==> config.mk <==
export PLATFORM = sky130hd
export DESIGN_NAME = minibus_interconnect
export DESIGN_NICKNAME = d
export VERILOG_FILES = /design/src/rtl/minibus_pkg.sv /design/src/rtl/minibus_addr_decode.sv /design/src/rtl/minibus_interconnect.sv
export SDC_FILE = /design/constraint.sdc
export NUM_CORES = 1
export LEC_CHECK = 0
export CELL_PAD_IN_SITES_DETAIL_PLACEMENT = 1
export CELL_PAD_IN_SITES_GLOBAL_PLACEMENT = 1
export CORE_MARGIN = 2
export CORE_UTILIZATION = 15
export CTS_CLUSTER_SIZE = 16
export DETAILED_ROUTE_END_ITERATION = 10
export PLACE_DENSITY_LB_ADDON = 0.1
export SYNTH_ARGS = -nofsm -noshare
export SYNTH_HDL_FRONTEND = slang
export SYNTH_HIERARCHICAL = 1
export SYNTH_SLANG_ARGS = --single-unit
export TNS_END_PERCENT = 5
==> constraint.sdc <==
create_clock -name clk -period 2.4 [get_ports clk]
set_clock_uncertainty 0.15 [all_clocks]
set_input_delay 0.72 -clock clk [delete_from_list [all_inputs] [get_ports clk]]
set_output_delay 0.72 -clock clk [all_outputs]
set_load 0.1 [all_outputs]
==> src/rtl/minibus_pkg.sv <==
// Shared minibus types: request/response structs, width encoding,
// default slave regions and the interconnect state enum.
package minibus_pkg;

    localparam logic [2:0] WIDTH_BYTE = 3'b000;
    localparam logic [2:0] WIDTH_HALF = 3'b001;
    localparam logic [2:0] WIDTH_WORD = 3'b010;

    localparam int         DEF_NUM_SLAVES = 2;
    localparam logic [3:0] REGION_RAM     = 4'h0;
    localparam logic [3:0] REGION_PERIPH  = 4'h1;
    // Element [i] is the addr[31:28] value owned by slave i.
    localparam logic [DEF_NUM_SLAVES-1:0][3:0] DEF_SLAVE_REGION = {REGION_PERIPH, REGION_RAM};

    typedef struct packed {
        logic [31:0] addr;
        logic [31:0] wdata;
        logic [2:0]  width;
        logic        wen;
        logic        ren;
    } minibus_req_t;

    typedef struct packed {
        logic [31:0] rdata;
        logic        ack;
        logic        err;
    } minibus_res_t;

    localparam minibus_res_t RES_ERR = '{rdata: 32'h0, ack: 1'b1, err: 1'b1};

    typedef enum logic [1:0] {
        IDLE = 2'd0,
        BUSY = 2'd1,
        ERR  = 2'd2
    } ic_state_t;

    function automatic logic req_pending(minibus_req_t r);
        return r.wen | r.ren;
    endfunction

endpackage

==> src/rtl/minibus_addr_decode.sv <==
// Combinational region decoder: addr[31:28] -> {hit, slave index}.
// When regions overlap the lowest-numbered slave wins.
module minibus_addr_decode
    import minibus_pkg::*;
#(
    parameter int                         NUM_SLAVES   = DEF_NUM_SLAVES,
    parameter logic [NUM_SLAVES-1:0][3:0] SLAVE_REGION = DEF_SLAVE_REGION,
    parameter int                         IDX_W        = (NUM_SLAVES > 1) ? $clog2(NUM_SLAVES) : 1
) (
    input  logic [3:0]       region,
    output logic             hit,
    output logic [IDX_W-1:0] idx
);

    always_comb begin
        hit = 1'b0;
        idx = '0;
        for (int i = 0; i < NUM_SLAVES; i++) begin
            if (!hit && (region == SLAVE_REGION[i])) begin
                hit = 1'b1;
                idx = IDX_W'(i);
            end
        end
    end

endmodule

==> src/rtl/minibus_interconnect.sv <==
// Two-master, N-slave minibus interconnect: round-robin arbiter, region
// decode, IDLE/BUSY/ERR transaction FSM with timeout, response mux.
module minibus_interconnect
    import minibus_pkg::*;
#(
    parameter int                         NUM_SLAVES     = DEF_NUM_SLAVES,
    parameter logic [NUM_SLAVES-1:0][3:0] SLAVE_REGION   = DEF_SLAVE_REGION,
    parameter int                         TIMEOUT_CYCLES = 16
) (
    input  logic                           clk,
    input  logic                           nrst,
    input  minibus_req_t [1:0]             m_req,
    output minibus_res_t [1:0]             m_res,
    output logic [NUM_SLAVES-1:0]          s_sel,
    output minibus_req_t                   s_req,
    input  minibus_res_t [NUM_SLAVES-1:0]  s_res
);

    localparam int IDX_W = (NUM_SLAVES > 1) ? $clog2(NUM_SLAVES) : 1;
    localparam int CNT_W = (TIMEOUT_CYCLES > 1) ? $clog2(TIMEOUT_CYCLES) : 1;

    ic_state_t        state_q, state_d;
    logic             grant_q, grant_d;
    logic             last_grant_q, last_grant_d;
    logic [IDX_W-1:0] idx_q, idx_d;
    logic [CNT_W-1:0] cnt_q, cnt_d;

    logic [1:0]       pend;
    logic             arb_sel;
    logic             dec_hit;
    logic [IDX_W-1:0] dec_idx;
    logic             timeout_hit;

    assign pend[0] = req_pending(m_req[0]);
    assign pend[1] = req_pending(m_req[1]);

    // On a tie the master not served last wins; otherwise whoever is pending.
    assign arb_sel = (pend == 2'b11) ? ~last_grant_q : pend[1];

    minibus_addr_decode #(
        .NUM_SLAVES  (NUM_SLAVES),
        .SLAVE_REGION(SLAVE_REGION),
        .IDX_W       (IDX_W)
    ) u_decode (
        .region(m_req[arb_sel].addr[31:28]),
        .hit   (dec_hit),
        .idx   (dec_idx)
    );

    always_comb begin
        state_d      = state_q;
        grant_d      = grant_q;
        last_grant_d = last_grant_q;
        idx_d        = idx_q;
        cnt_d        = cnt_q;
        s_sel        = '0;
        s_req        = '0;
        m_res        = '0;
        timeout_hit  = 1'b0;

        case (state_q)
            IDLE: begin
                if (|pend) begin
                    grant_d = arb_sel;
                    idx_d   = dec_idx;
                    cnt_d   = '0;
                    if (dec_hit && !(m_req[arb_sel].wen && m_req[arb_sel].ren)) begin
                        state_d = BUSY;
                    end else begin
                        state_d = ERR;
                    end
                end
            end

            BUSY: begin
                timeout_hit = (cnt_q == CNT_W'(TIMEOUT_CYCLES - 1));
                // sel drops in the timeout cycle itself so the hung slave is released.
                if (!timeout_hit) begin
                    s_sel[idx_q] = 1'b1;
                    s_req        = m_req[grant_q];
                end
                if (s_res[idx_q].ack) begin
                    m_res[grant_q] = s_res[idx_q];
                    last_grant_d   = grant_q;
                    cnt_d          = '0;
                    state_d        = IDLE;
                end else if (timeout_hit) begin
                    m_res[grant_q] = RES_ERR;
                    last_grant_d   = grant_q;
                    cnt_d          = '0;
                    state_d        = IDLE;
                end else begin
                    cnt_d = cnt_q + 1'b1;
                end
            end

            ERR: begin
                m_res[grant_q] = RES_ERR;
                last_grant_d   = grant_q;
                state_d        = IDLE;
            end

            default: state_d = IDLE;
        endcase
    end

    always_ff @(posedge clk or negedge nrst) begin
        if (!nrst) begin
            state_q      <= IDLE;
            grant_q      <= 1'b0;
            last_grant_q <= 1'b1;
            idx_q        <= '0;
            cnt_q        <= '0;
        end else begin
            state_q      <= state_d;
            grant_q      <= grant_d;
            last_grant_q <= last_grant_d;
            idx_q        <= idx_d;
            cnt_q        <= cnt_d;
        end
    end

endmodule

Word level (Yosys, flattened, before mapping) --
Cells that the tools add are included. W data, S select, Z words.
Storage, ports and cells: bits in registers 9, word-level logic and storage cells 71, output and inout port bits 139, input port bits 208
Operators by class: muxes and demuxes 33, bitwise logic cells 4, reduce and logical (&&, ||, !) cells 16, add/subtract/negate cells 1, equality and inequality tests 7, magnitude comparators 5
Operators with widths (number):
- $mux W69 | 6
- $pmux W68 S2 | 1
- $mux W34 | 3
- $and A68 B68 Y68 | 1
- $mux W68 | 1
- $mux W36 | 1
- $demux W34 S1 | 1
- $mux W2 | 6
- $mux W4 | 3
- $pmux W4 S2 | 1
- $reduce_and A2 Y1 | 4
- $mux W1 | 7
- $lt A1 B2 Y1 const B | 3
- $logic_and A1 B1 Y1 | 5
- $add A4 B1 Y4 const B | 1
- $eq A2 B2 Y1 const B | 2
- $eq A4 B1 Y1 const B | 1
- $eq A4 B4 Y1 const B | 1
- $logic_not A4 Y1 | 1
- $pmux W2 S2 | 1
- $reduce_bool A2 Y1 | 2
- $ne A3 B3 Y1 const B | 1
- $eq A2 B1 Y1 const B | 1
- $ge A1 B1 Y1 const B | 2
- other kinds (8) | 10

Longest topological paths before layout --
depth in word-level cells 14, mapped depth 8, gate-level depth less buffers 6

By module --
The synthesis kept the hierarchy.
Modules (own cells, without submodules):
- minibus_interconnect | cells an instance 373, times used 1, seq. area each 226.5 um^2, area each 2531.2 um^2
- minibus_addr_decode | cells an instance 2, times used 1, seq. area each 0.0 um^2, area each 20.0 um^2

Worst setup path after synthesis --
Ideal clock, no wire load.
kind input-to-output, from in s_res[1] in the netlist's numbering, to out m_res[33] in the netlist's numbering, stages on the path 4, arrival 3.382 ns, path buffers 1, data required time 1.530 ns, slack -1.852 ns, cells stage by stage mux2i_2 or2_1 buf_2 nor3b_1
RTL lines:
- start, declared | RTL line minibus_interconnect.sv:16 | input minibus_res_t [NUM_SLAVES-1:0] s_res
- end, declared | RTL line minibus_interconnect.sv:13 | output minibus_res_t [1:0] m_res,

==> results.txt <==
R2R cell count - 6
Crit start category - flip-flop
Achievable clock frequency - 369 MHz
H-tree levels - 1
Die ar. - 18100 µm²
Worst path arrival time - 1.84 ns
Port Buffer Count - 346
Yosys cell types - 36
Post-layout minimum cycle time - 2.71 ns
Pwr dens - 517 nW/µm²
Synthesized flop and latch total - 9
Setup Crit Path Kind - reg -> out
Hold Vio Cnt, Final - 0
Layout cell share with drive strength beyond 1 - 59.8%
Syn nets - 587
Hold WS - 0.448 ns
GP Congestion - 0.882
First-pass DRT Iterations - 4
Required @ worst endpoint - 1.53 ns
Clock sinks - 9
Number of global-route vias before repair - 4968
Post-synthesis cell count - 375
Grt ovf - 0
Slowest cell on the critical path - dfrtp_1
Largest net degree at the start of global routing - 26
Worst path cell trace - inv_2 > ha_4 > and2_4 > buf_12 > buf_16 > nor3b_4 > buf_12
Vias per inst - 4.37
YS warnings - 6
GRT Overall Usage - 21.8%
WHS Endpoint - cnt_q[1]
Num CTS Buffers - 3
DRC Markers - 0
Worst-Skew Late Latency - 0.23 ns
Starting Density - 15.4%
Global-route wire length before repair - 30300 µm
Buf/Inv on CP - 4
Final net count - 977
Final setup TNS - -27.39 ns
Max Slew Vio Count - 0
Routed len/inst - 20.5 µm
CTS tree - done
Peak VDD IR - 0.000613 V
Crit end category - output pin
Actual slew at the worst max-slew pin - 0.490 ns
Area Growth Syn to Fin - 277%
ANT nets after route - 0
Core area - 16600 µm²
RR Endpoint - state_q[1]
Number of fill cells - 1680
Leak pwr - 3.63 nW
I/O pins - 347
Die X-Extent - 134 µm
DR iter-0 viols - 98
Maxcap violations - 0
Deepest clock path buffer count - 2
Dpl hpwl - 17000 µm
Worst path max stage delay - 0.38 ns
Num rows - 47
Max_slew headroom - 66.4%
Root buf cell - clkbuf_16
CP delay by family, top - buffers and inverters
Failing checks - negative setup slack
Path type of the worst min-delay path - reg -> reg
Fin crit share - 113%
Sequential area share after synthesis - 8.88%
Synthesized cell area - 2550 µm²
Hold Startpoint - cnt_q[1]
Crit path max fanout - 8
Initial antenna violation count - 1
DR vias - 4304
Hold Crit Depth - 3
Outcome - complete, but fails checks
RSZ-0062 raised after global routing - yes
Syn avg cell area - 6.80 µm²
CP dominant cell by count - buf_12
CTS Hold Bufs - 0
WL final - 20200 µm
Setup ws final - -0.309 ns
Worst-path clk slew - 0.04 ns
Final setup fails - 138
Reg-to-reg critical path startpoint - last_grant_q
Die height - 134 µm
R2R Setup Slk - 0.47 ns
-- cell type report --
| type | instances | area, µm² | area share [%] |
|---|---|---|---|
| Timing Repair Buffer | 416 | 5700 | 59.2 |
| Multi-Input combinational cell | 329 | 3320 | 34.5 |
| Tap cell | 220 | 275 | 2.86 |
| Sequential cell | 9 | 231 | 2.40 |
| Clock buffer | 3 | 75.1 | 0.780 |
| Inverter | 6 | 22.5 | 0.234 |
| Clock inverter | 1 | 5.00 | 0.0520 |
| Antenna cell | 1 | 2.50 | 0.0260 |
-- kinds of logic after synthesis --
| logic type | Yosys count | synth area share, % |
|---|---|---|
| AOI/OAI and AO/OA | 18 | 5.20 |
| adders and majority gates | 4 | 1.96 |
| and+or+nand+nor | 199 | 31.6 |
| buffers and inverters | 37 | 7.99 |
| DFF | 9 | 8.88 |
| muxes | 108 | 44.3 |
-- how the worst max path moves through the flow --
| stage | startpoint | to | slack [ns] | cells after the start |
|---|---|---|---|---|
| detailed placement | s_res[1] | m_res[0] | -0.78 | 6 |
| finish | state_q[0] | m_res[33] | -0.31 | 7 |
| global route | state_q[0] | m_res[33] | -0.36 | 7 |
| floorplan | s_res[35] | m_res[33] | -0.46 | 4 |
| global placement | s_res[1] | m_res[0] | -0.80 | 6 |
| CTS | state_q[0] | m_res[33] | -0.33 | 7 |
-- report_power, final --
part,internal (mW),switching [mW]
Clock,0.220,0.0747
Sequential,0.200,0.0539
Combinational,2.02,2.42
Total,2.44,2.55
-- timing repair --
action / CTS / global route
buffers inserted: 11 / 0
endpoints found under the setup margin: 142 / 141
pin swaps: 31 / 18
cloned: 4 / 0
gates resized for setup: 114 / 15
-- stage by stage --
stage	cell area, µm²	total power, mW	setup slack, ns	util (%)	std cells
after floorplan	3300	2.67	-0.461	-	375
after global placement	8840	4.20	-0.796	53.3	965
after detailed placement	8840	4.27	-0.778	53.3	965
after CTS	9560	4.98	-0.328	57.7	984
after global routing	9630	5.21	-0.363	58.1	985
final	9630	4.98	-0.309	58.1	985
-- per-layer routing --
metal / track usage, % / part of all wire (%) / vias up
li1: - / - / 2046
met1: 22.3 / 34 / 2033
met2: 44.2 / 56 / 205
met3: 6.20 / 8.2 / 20
met4: 3.51 / 1.6 / 0
met5: 0 / 0 / -
-- worst min-delay path, stage by stage, from the launching register on --
cell and delay, ns:
dfrtp_1 0.34, buf_4 0.11, nand2_1 0.03, o21ai_0 0.07
-- sequential cells by signal, summed over array words and instances (netlist names) --
register      cells
cnt_q             4
state_q           2
grant_q           1
idx_q             1
last_grant_q      1
-- Yosys cell counts, drive strengths merged --
cell type / count / area (µm²)
buf: 30 / 178
mux2: 37 / 417
ha: 4 / 50.1
dfrtp: 8 / 200
nor3b: 2 / 15.0
o2bb2ai: 1 / 8.76
o21ai: 6 / 30.0
o211ai: 1 / 7.51
a21oi: 2 / 10.0
nand3: 6 / 35.0
dfstp: 1 / 26.3
a21o: 2 / 15.0
or2: 1 / 6.26
nand2: 41 / 154
mux2i: 71 / 714
o32a: 1 / 10.0
and3: 1 / 6.26
inv: 6 / 22.5
clkbuf: 1 / 3.75
a32o: 1 / 10.0
nor3: 2 / 10.0
a21boi: 1 / 7.51
and2: 1 / 6.26
nand2b: 4 / 25.0
nor4b: 1 / 15.0
a2111oi: 1 / 8.76
nor4: 1 / 12.5
nor2: 139 / 522
o41ai: 1 / 16.3
a2bb2oi: 1 / 8.76
-- layout by cell type, fill, tap and decap left out, drive strengths merged, types with 2 or more instances in the layout --
cell / netlist / routed
clkdlybuf4s50: 0 / 203
a21oi: 2 / 2
nor3: 2 / 2
mux2i: 71 / 71
nor2: 139 / 139
o21ai: 6 / 6
mux2: 37 / 37
nand2: 41 / 41
nand2b: 4 / 4
ha: 4 / 4
nand3: 6 / 6
nor3b: 2 / 2
clkbuf: 1 / 3
a21o: 2 / 2
inv: 6 / 6
dfrtp: 8 / 8
buf: 30 / 211
(Power assumes the default switching activity.)
